### config.mk
export PLATFORM = sky130hd
export DESIGN_NAME = seg7_scan_driver
export DESIGN_NICKNAME = d
export VERILOG_FILES = /design/src/rtl/seg7_scan_driver.sv
export SDC_FILE = /design/constraint.sdc
export NUM_CORES = 1
export LEC_CHECK = 0
export CORE_MARGIN = 1.5
export CORE_UTILIZATION = 52
export CTS_CLUSTER_SIZE = 25
export DETAILED_ROUTE_END_ITERATION = 12
export HOLD_SLACK_MARGIN = 0.1
export MAX_ROUTING_LAYER = met4
export PLACE_DENSITY = 0.78
export SLEW_MARGIN = 20
export SYNTH_ARGS = -nofsm -noshare
export SYNTH_HDL_FRONTEND = slang
export SYNTH_SLANG_ARGS = --single-unit
### constraint.sdc
create_clock -name clk -period 2.35 [get_ports clk]
set_input_delay 0.5875 -clock clk [delete_from_list [all_inputs] [get_ports clk]]
set_output_delay 0.5875 -clock clk [all_outputs]
set_load 0.005 [all_outputs]
### src/rtl/seg7_scan_driver.sv
// Time-multiplexed hex display driver: snapshots the value once per frame and
// scans digits over a shared 7-segment bus with a blanking gap between digits.
module seg7_scan_driver #(
    parameter int DIGITS       = 2,
    parameter int REFRESH_DIV  = 1024,
    parameter int BLANK_CYCLES = 16
) (
    input  logic                  clk,
    input  logic                  rst,
    input  logic [4*DIGITS-1:0]   value,
    input  logic                  value_valid,
    input  logic                  hold,
    input  logic                  lz_blank,
    output logic [6:0]            seg_out,
    output logic                  dp_out,
    output logic [DIGITS-1:0]     dig_en,
    output logic                  frame_done
);

    localparam int CW = (REFRESH_DIV > 1) ? $clog2(REFRESH_DIV) : 1;
    localparam int IW = (DIGITS > 1) ? $clog2(DIGITS) : 1;
    localparam logic [CW-1:0] CNT_LAST  = CW'(REFRESH_DIV - 1);
    localparam logic [CW-1:0] CNT_DRIVE = CW'(BLANK_CYCLES);
    localparam logic [IW-1:0] IDX_LAST  = IW'(DIGITS - 1);

    typedef enum logic {S_BLANK, S_DRIVE} state_t;

    function automatic logic [6:0] decode(input logic [3:0] n);
        case (n)
            4'h0: decode = 7'h3F;
            4'h1: decode = 7'h06;
            4'h2: decode = 7'h5B;
            4'h3: decode = 7'h4F;
            4'h4: decode = 7'h66;
            4'h5: decode = 7'h6D;
            4'h6: decode = 7'h7D;
            4'h7: decode = 7'h07;
            4'h8: decode = 7'h7F;
            4'h9: decode = 7'h6F;
            4'hA: decode = 7'h77;
            4'hB: decode = 7'h7C;
            4'hC: decode = 7'h39;
            4'hD: decode = 7'h5E;
            4'hE: decode = 7'h79;
            default: decode = 7'h71;
        endcase
    endfunction

    state_t              state_q, state_d;
    logic [CW-1:0]       cnt_q, cnt_d;
    logic [IW-1:0]       idx_q, idx_d;
    logic [4*DIGITS-1:0] snap_q, snap_d;
    logic [6:0]          seg_q, seg_d;
    logic                dp_q, dp_d;
    logic [DIGITS-1:0]   dig_en_q, dig_en_d;
    logic                frame_done_q, frame_done_d;

    logic                cnt_wrap;
    logic [3:0]          nib;
    logic                zero_run;
    logic                blank_lz;

    always_comb begin
        cnt_wrap = (cnt_q == CNT_LAST);
        cnt_d    = cnt_wrap ? '0 : cnt_q + 1'b1;
        idx_d    = idx_q;
        if (cnt_wrap)
            idx_d = (idx_q == IDX_LAST) ? '0 : idx_q + 1'b1;
        // state_q always describes the phase of the slot position held in cnt_q
        state_d  = (cnt_d < CNT_DRIVE) ? S_BLANK : S_DRIVE;

        snap_d = snap_q;
        if (idx_q == '0 && cnt_q == '0 && value_valid && !hold)
            snap_d = value;
    end

    // Walk digits from the top so zero_run covers nibbles k..DIGITS-1 at digit k
    always_comb begin
        nib      = 4'h0;
        zero_run = 1'b1;
        blank_lz = 1'b0;
        for (int k = DIGITS - 1; k >= 0; k--) begin
            zero_run = zero_run && (snap_q[4*k +: 4] == 4'h0);
            if (idx_q == IW'(k)) begin
                nib      = snap_q[4*k +: 4];
                blank_lz = lz_blank && zero_run && (k != 0);
            end
        end
    end

    always_comb begin
        seg_d        = 7'h00;
        dp_d         = 1'b0;
        dig_en_d     = '0;
        frame_done_d = 1'b0;
        if (state_q == S_DRIVE) begin
            dig_en_d     = DIGITS'(1) << idx_q;
            seg_d        = blank_lz ? 7'h00 : decode(nib);
            dp_d         = hold && (idx_q == '0);
            frame_done_d = cnt_wrap && (idx_q == IDX_LAST);
        end
    end

    always_ff @(posedge clk or posedge rst) begin
        if (rst) begin
            state_q      <= S_BLANK;
            cnt_q        <= '0;
            idx_q        <= '0;
            snap_q       <= '0;
            seg_q        <= 7'h00;
            dp_q         <= 1'b0;
            dig_en_q     <= '0;
            frame_done_q <= 1'b0;
        end else begin
            state_q      <= state_d;
            cnt_q        <= cnt_d;
            idx_q        <= idx_d;
            snap_q       <= snap_d;
            seg_q        <= seg_d;
            dp_q         <= dp_d;
            dig_en_q     <= dig_en_d;
            frame_done_q <= frame_done_d;
        end
    end

    assign seg_out    = seg_q;
    assign dp_out     = dp_q;
    assign dig_en     = dig_en_q;
    assign frame_done = frame_done_q;

endmodule

==> flow_summary.ini <==
[timing]
fmax_mhz = 489.7
slew_headroom_pct = 55.56
layout_worst_path_cycle_share_pct = 86.90
fin_skew_ns = 0.004402
final_max_slew_viol_count = 0
fin_setup_tns_ns = 0
hold_ws_ns = 0.5106
min_period_ns = 2.042
rsz0062_at_grt = false
hold_violations = 0
worst_slew_pin_slew_ns = 0.6480
layout_setup_ws_ns = 0.3079
finalSetupViolations = 0

[finish]
final_layout_size_suffix_gt1_share_pct = 15.76
final_common_cell = dfrtp_1
syn_to_final_growth_pct = 22.05
nets = 185
antennaDiodeCount = 0
post-route-util_pct = 67.48
stdcell_area_mm2 = 0.001877
final_cell_count_no_fill = 196
fill_cells = 212
final_cell_mix = dfrtp_1 (31), clkdlybuf4s50_1 (23), mux2_2 (11), nor2_1 (11), ha_1 (8)

[power_and_ir_drop]
total_power_mw = 0.9280
leakagePower_nw = 0.8157
ir_drop_mv = 0.5617
power_density_mw_per_mm2 = 494.5

[route]
wl_per_cell_um = 14.48
drtIter0Drc = 44
dr.pass1.iters = 4
antenna_left = 0
drc = 0
num_vias = 1114
via_per_inst = 5.684
drt_wl_total_um = 2838

[setup_path]
path_max_fanout = 8
reg2reg_from = idx_q
critical_path_class = reg -> reg
r2r_end = seg_out[5]
worstRegToRegCells = 6
cp-end-kind = register
reg2reg_setup_slack_ns = 0.31
startpoint_type = register
crit_required_ns = 2.57
cp.arrival_ns = 2.26

[synth]
async_reset_ff_share_pct = 100.0
yosysWarnings = 0
ys_top_cells_by_area = dfrtp_1 (50%), mux2_2 (8.1%), ha_1 (6.5%), xor2_1 (4.0%), a221oi_1 (2.8%)
yosys.area.top_type_share_pct = 50.45
synthCells = 132
ys_types = 31
syn_nets = 153
netlist_area_mm2 = 0.001538
ys_seq_area_share_pct = 50.45
synth_area_leader_cell = dfrtp_1
synth_edf_count = 0
avgSynthCellArea_um2 = 11.65
ys.flop_type = dfrtp_1
synth-seq-cells = 31

[place]
placed_cells = 188
io_buffer_count = 23
gp_congestion = 0.8988
hpwl_um = 2130
pre_cts_slack_ns = 0.1982
post_dp_cell_area_mm2 = 0.001827

[floorplan]
ioPinCount = 24
die_w_um = 57.38
core_area_mm2 = 0.002781
die_area_mm2 = 0.003292
initial_utilization_pct = 55.29
die_y_um = 57.38
row_count = 19

[global_routing]
grt_use_total_pct = 19.67
overflow = 0
antenna_found_initial = 0
grt_pass1_vias = 1107
grt_pass1_wl_um = 4864
grt_max_degree = 32

[clock_tree]
clockRootBuffer = clkbuf_4
cts_buffer_depth = 2
cts.clk_slew.worst_paths_ns = 0.09
cts_hold_buffers = 0
cts_setup_buffers = 0
h-tree-depth = 2
post_cts_resized = 0
clkSinkCount = 31
cts_tree = yes
worstSkewPairLatency_ns = 0.32
numCtsBuffers = 5

[min_path]
whs_path_depth = 1
hold_end = snap_q[1]
hold_start = snap_q[1]
hold_class = reg -> reg

[run]
drv_cap = 0

[run_status]
outcome = complete, no violations
[cells by family (layout without fill, tap and decap cells)]
group | count (synthesis) | count (layout) | share of synthesized area (%)
and+or+nand+nor | 45 | 45 | 17.09
DFF | 31 | 31 | 50.45
AOI/OAI and AO/OA | 17 | 17 | 8.381
muxes | 14 | 14 | 10.01
xor gates and xnor gates | 10 | 10 | 5.696
adders and majority gates | 8 | 8 | 6.510
buffers and inverters | 7 | 40 | 1.872
[synth_stat cells (all sizes together), types with 3 or more instances]
master	instances
nand3	5
a221oi	5
mux2	11
a21oi	4
nor4b	3
xnor2	3
nand4	4
inv	5
nand2	7
nor2	11
dfrtp	31
and2	3
ha	8
nor3	6
xor2	7
mux2i	3
[layout make-up]
cell class / count / area, µm² / area share (%)
Inverter: 5 / 18.77 / 1.000
Sequential cell: 31 / 775.7 / 41.33
Clock buffer: 7 / 45.04 / 2.400
Tap cell: 31 / 38.79 / 2.067
Clock inverter: 1 / 5.005 / 0.2667
Multi-Input combinational cell: 94 / 733.2 / 39.07
Timing Repair Buffer: 27 / 260.3 / 13.87
[state kept, by name, indices dropped and copies added, names as in the netlist]
register and cells:
snap_q 8, seg_out 7, idx_q 1, frame_done 1
cnt_q 10, dp_out 1, state_q 1, dig_en 2
[layer usage]
layer / vias to the layer above / global-route usage, % / share of wire (%)
met3: 2 / 7.029 / 5.5
li1: 543 / - / -
met1: 531 / 25.82 / 47
met4: 0 / 3.987 / 0.85
met5: - / - / 0
met2: 38 / 29.71 / 46
[report_power, final]
group | internal, mW | total [mW] | switching, mW
combinational | 0.0528 | 0.0907 | 0.0379
sequential | 0.547 | 0.554 | 0.00624
clock | 0.116 | 0.284 | 0.167
total | 0.717 | 0.928 | 0.211
[worst max path at each step]
stage                startpoint    endpoint  slack (ns)
floorplan                 idx_q  seg_out[5]        0.60
finish                    idx_q  seg_out[5]        0.31
global route              idx_q  seg_out[5]        0.10
global placement    value_valid   snap_q[7]        0.30
CTS                       idx_q  seg_out[5]        0.31
detailed placement         hold   snap_q[6]        0.20
[critical path, cell delays in order (launching register included)]
cell and delay [ns]:
dfrtp_1 0.54, mux2i_1 0.47, inv_1 0.17, ha_1 0.24, nand2_1 0.10, o21ai_0 0.11, a221oi_1 0.31
Note: power is estimated with default switching activity, not from simulation.
==> patch 1: new RTL, same settings <==
`REFRESH_DIV`: 1024 -> 256.
--- a/src/rtl/seg7_scan_driver.sv
+++ b/src/rtl/seg7_scan_driver.sv
@@ -4,3 +4,3 @@
     parameter int DIGITS       = 2,
-    parameter int REFRESH_DIV  = 1024,
+    parameter int REFRESH_DIV  = 256,
     parameter int BLANK_CYCLES = 16
Check against the original RTL: no difference found for any inputs over 10 cycles, from zero or initial values and one cycle with rst high; that may be too few to reach the edited logic, so the function may still have changed.
==> patch 1 against the unedited design <==
  * Count of clock-buffer cells in the layout unchanged
  * Critical path type unchanged
  * Final area down 0.27%
  * Power up 0.34%
  * Via count up 4.8%
  * Clock power up 7.0%
  * Wire length up 6.0%
  * Final cell count up 2.6%
  * The run now ends with design-rule violations left
  * Worst setup slack better by 100 ps
  * Synthesized area up 1.8%
  * Critical path depth unchanged
  * Die area up 1.7%
  * Critical endpoint is now seg_out[6]
  * Sequential cell count down 2
==> patch 1: results <==
{
  "status": "finished with violations",
  "violations": "design-rule violations",
  "internal-power_w": 0.000713,
  "grtUsageMet2_pct": 33.0,
  "first_iter_violations": 31,
  "worst-path-max-fanout": 5,
  "ys_top_cells_by_count": "29 x dfrtp_1, 10 x nand2_1, 9 x inv_1",
  "worst_path_max_delay_cell": "mux2i_1",
  "fillers": 246,
  "nets": 191,
  "grt_pass1_wl_um": 4970,
  "slew_headroom_pct": 67.0,
  "grt_pass1_vias": 1138,
  "synthFlopType": "dfrtp_1",
  "drive_above_1_share_pct": 15.3,
  "finClkSkew_ps": 10.5,
  "syn-num-nets": 163,
  "critical_path_arrival_ps": 2170,
  "antenna_found_initial": 0,
  "dpl.hpwl_um": 2180,
  "grt_use_total_pct": 21.0,
  "critPathTopFamily": "compound AO/OA/AOI/OAI gates",
  "seq_area_frac_synth_pct": 46.4,
  "globalRouteMet1Util_pct": 23.2,
  "synth_cell_types": 40,
  "slowest_delay_ps": 450,
  "wirelength_um": 3010,
  "p_leak_nw": 0.829,
  "clk_latency_ps": 340,
  "drc": 2,
  "gp_congestion": 0.816,
  "peakVddDrop_v": 0.000384,
  "post_cts_resized": 0,
  "cts_setup_buffers": 0,
  "cts_buffers": 5,
  "grt_max_degree": 30,
  "firstDrtPassIters": 10,
  "grtUsageMet3_pct": 8.93,
  "synthTopCellsByArea": "dfrtp_1 46%, ha_1 6.4%, mux2_2 5.8%, a221oi_2 2.9%, nand2_1 2.4%",
  "viasPerCell": 5.81
}
patch 1: cell count changes after synthesis, sizes merged, moves of 3 or more:
cell	before	now
nor4b	3	0
xor2	7	3
inv	5	9
mux2	11	8
nand4	4	0
a21o	0	3
nand2	7	10
patch 1: metal layers:
layer / vias to the layer above / share of wire (%)
li1: 556 / -
met5: - / 0
met2: 33 / 50
met3: 5 / 6.1
met1: 573 / 42
met4: 0 / 1.6
patch 1: worst register-to-register path, delay by kind of cell, from the launching register on:
kind / cells / cell delay [ps]
compound gates: 3 / 600
mux: 1 / 450
flops: 1 / 410
fa+ha+maj: 1 / 250
buf+inv: 1 / 130
patch 1: path summary, 6_finish.rpt:
path                       cells past startpoint  slack [ps]         end     start
setup / recovery                               6         410  seg_out[6]     idx_q
hold / removal                                 1         500    cnt_q[0]  cnt_q[0]
setup reg to reg                               6         410  seg_out[6]     idx_q
hold reg to reg                                1         500    cnt_q[0]  cnt_q[0]
max in group asynchronous                      3        1470  seg_out[2]       rst
min in group asynchronous                      3         610    cnt_q[2]       rst
patch 1: power groups by stage:
stage                     clock [W]  combinational, W  sequential [W]
after CTS                  0.000313          0.000102        0.000526
after global placement            0         0.0000987        0.000535
final                      0.000304          0.000101        0.000526
after global routing       0.000339          0.000111        0.000528
after detailed placement          0          0.000101        0.000536
after floorplan                   0         0.0000536        0.000531
patch 1: cell families after synthesis:
family / after synthesis / synth area share, %
AO/OA/AOI/OAI: 29 / 14.3
XOR/XNOR: 6 / 3.36
adder cells (fa/ha/maj): 8 / 6.40
buffers and inverters: 13 / 4.24
flip-flops: 29 / 46.4
multiplexers: 13 / 9.99
AND/OR/NAND/NOR: 44 / 15.3
patch 1: final cells by class:
| type | instances | share of cell area, % |
|---|---|---|
| repair buffers | 25 | 13.1 |
| inverters | 9 | 1.80 |
| clock buffers | 7 | 2.94 |
| well taps | 31 | 2.07 |
| multi-input cells | 100 | 41.3 |
| flip-flops and latches | 29 | 38.8 |
patch 1: through the flow:
stage | utilization, % | setup WS, ps | instance area (sq um) | cells | hold slack [ps]
after floorplan | - | 321 | 1570 | 142 | 455
after detailed placement | 64.8 | 338 | 1820 | 194 | 483
final | 66.7 | 408 | 1870 | 201 | 498
after global placement | 64.8 | 372 | 1820 | 194 | 471
after CTS | 66.7 | 427 | 1870 | 201 | 492
after global routing | 66.7 | 315 | 1870 | 201 | 522
==> patch 2: new RTL, same settings <==
Made on the original files. Remove the register `seg_q`: a continuous assignment takes its place, so the output `seg_out` follows one clock earlier.
--- a/src/rtl/seg7_scan_driver.sv
+++ b/src/rtl/seg7_scan_driver.sv
@@ -109,3 +109,2 @@
             snap_q       <= '0;
-            seg_q        <= 7'h00;
             dp_q         <= 1'b0;
@@ -118,3 +117,2 @@
             snap_q       <= snap_d;
-            seg_q        <= seg_d;
             dp_q         <= dp_d;
@@ -124,2 +122,4 @@
     end
+
+    assign seg_q = seg_d;
 
Function: same outputs for any inputs over 10 cycles, from zero or initial values and one cycle with rst high; that may be too few to reach the edited logic, so the function may still have changed.
==> patch 2 against the unedited design <==
  * The flow now finishes with violations (negative setup slack)
  * Core utilization is 11 points higher
  * Sequential cell count decreased by 7
  * Final area rose by 4.9%
  * Wire length is 22% higher
  * Clock skew rose by 6.9 ps
  * Synthesized area down 8.1%
  * Worst setup slack got worse by 580 ps
  * Sequential share of layout area down 11 points
  * Critical path depth unchanged
  * Non-clock buffer count rose by 20
  * Power down 18%
  * Largest power group unchanged
==> patch 2: results <==
{
  "nonClkBufAreaFrac_pct": 19.6,
  "status": "finished with violations",
  "rrSetupSlack_ps": 520,
  "synthAdderAreaFrac_pct": 7.08,
  "critPathTopFamily": "simple AND/OR/NAND/NOR gates",
  "inverters": 7,
  "globalRouteMet1Util_pct": 29.0,
  "synth_compound_area_share_pct": 11.4,
  "r2r_end": "state_q",
  "dr_wl_met3_um": 115,
  "clk_latency_ps": 310,
  "vias": 1184,
  "wirelength_um": 3450,
  "worst_path_max_delay_cell": "dfrtp_2",
  "synth_cell_types": 42,
  "synth_mux_area_share_pct": 11.7,
  "p_leak_nw": 0.894,
  "clk_pin_slew_ps": 120,
  "grtUsageMet2_pct": 41.9,
  "clock_area_share_pct": 1.84,
  "grt_max_degree": 25,
  "synth_seq_cells": 24,
  "grtUsageMet3_pct": 5.11,
  "fillers": 176,
  "clockBufferCount": 4,
  "holdCritStartpoint": "cnt_q[0]",
  "endpoint": "seg_out[0]",
  "wl_met2_um": 1780,
  "min_to": "cnt_q[0]",
  "wl_met1_um": 1530,
  "r2r-start": "cnt_q[0]",
  "peakVddDrop_v": 0.000441,
  "seq_share_pct": 30.6,
  "violations": "negative setup slack",
  "cts_setup_buffers": 2,
  "synth_xor_area_share_pct": 4.34,
  "first_iter_violations": 24,
  "num-multi-input-gates": 96,
  "synthTopCellsByArea": "dfrtp_1 42%, mux2_2 7.2%, ha_1 7.1%, a221oi_1 2.5%, xor2_1 2.5%",
  "gp_congestion": 0.892,
  "ys_top_cells_by_count": "24 x dfrtp_1, 9 x mux2_2, 8 x ha_1",
  "slowest_delay_ps": 470,
  "reg2regPathDepth": 5,
  "worst-path-max-fanout": 5,
  "seq_area_frac_synth_pct": 42.5,
  "cts_buffers": 3,
  "critical_path_arrival_ps": 2030,
  "grt_use_total_pct": 24.6,
  "dpl.hpwl_um": 2380,
  "signal_buffers": 47,
  "grt_pass1_wl_um": 5120,
  "multi_input_area_sq_um": 878,
  "nets": 200,
  "finClkSkew_ps": 11.3,
  "post_cts_resized": 46,
  "setup_violations": 7,
  "portBuffers": 23,
  "slew_headroom_pct": 79.1,
  "finalWorstSetupSlack_ps": -272
}
-- patch 2: cell types whose count changed after synthesis, sizes merged, moves of 3 or more --
cell	change
dfrtp	-7
nor4	+3
nor2	-4
nor3	-3
nor4b	-3
and3	+4
xor2	-3
-- patch 2: through the flow --
stage / area (sq um) / instances / worst slack [ps] / hold WS [ps] / setup TNS [ps]
after floorplan: 1420 / 132 / 45.2 / 475 / 0
after global placement: 1810 / 202 / -353 / 509 / -2060
after detailed placement: 1810 / 202 / -405 / 514 / -2500
after CTS: 1920 / 208 / -229 / 540 / -866
after global routing: 1970 / 208 / -356 / 556 / -1680
final: 1970 / 208 / -272 / 537 / -924
-- patch 2: worst register-to-register path: stages, from the launching register on --
cell,delay (ps)
dfrtp_1,450
ha_1,260
and3_1,270
and4_1,240
nor4_1,320
o221ai_1,180
-- patch 2: where the power goes --
group	internal, W	total [W]	switching (W)
Clock	0.0000945	0.000215	0.000121
Combinational	0.0000712	0.000123	0.0000514
Sequential	0.000419	0.000424	0.00000480
Total	0.000585	0.000762	0.000177
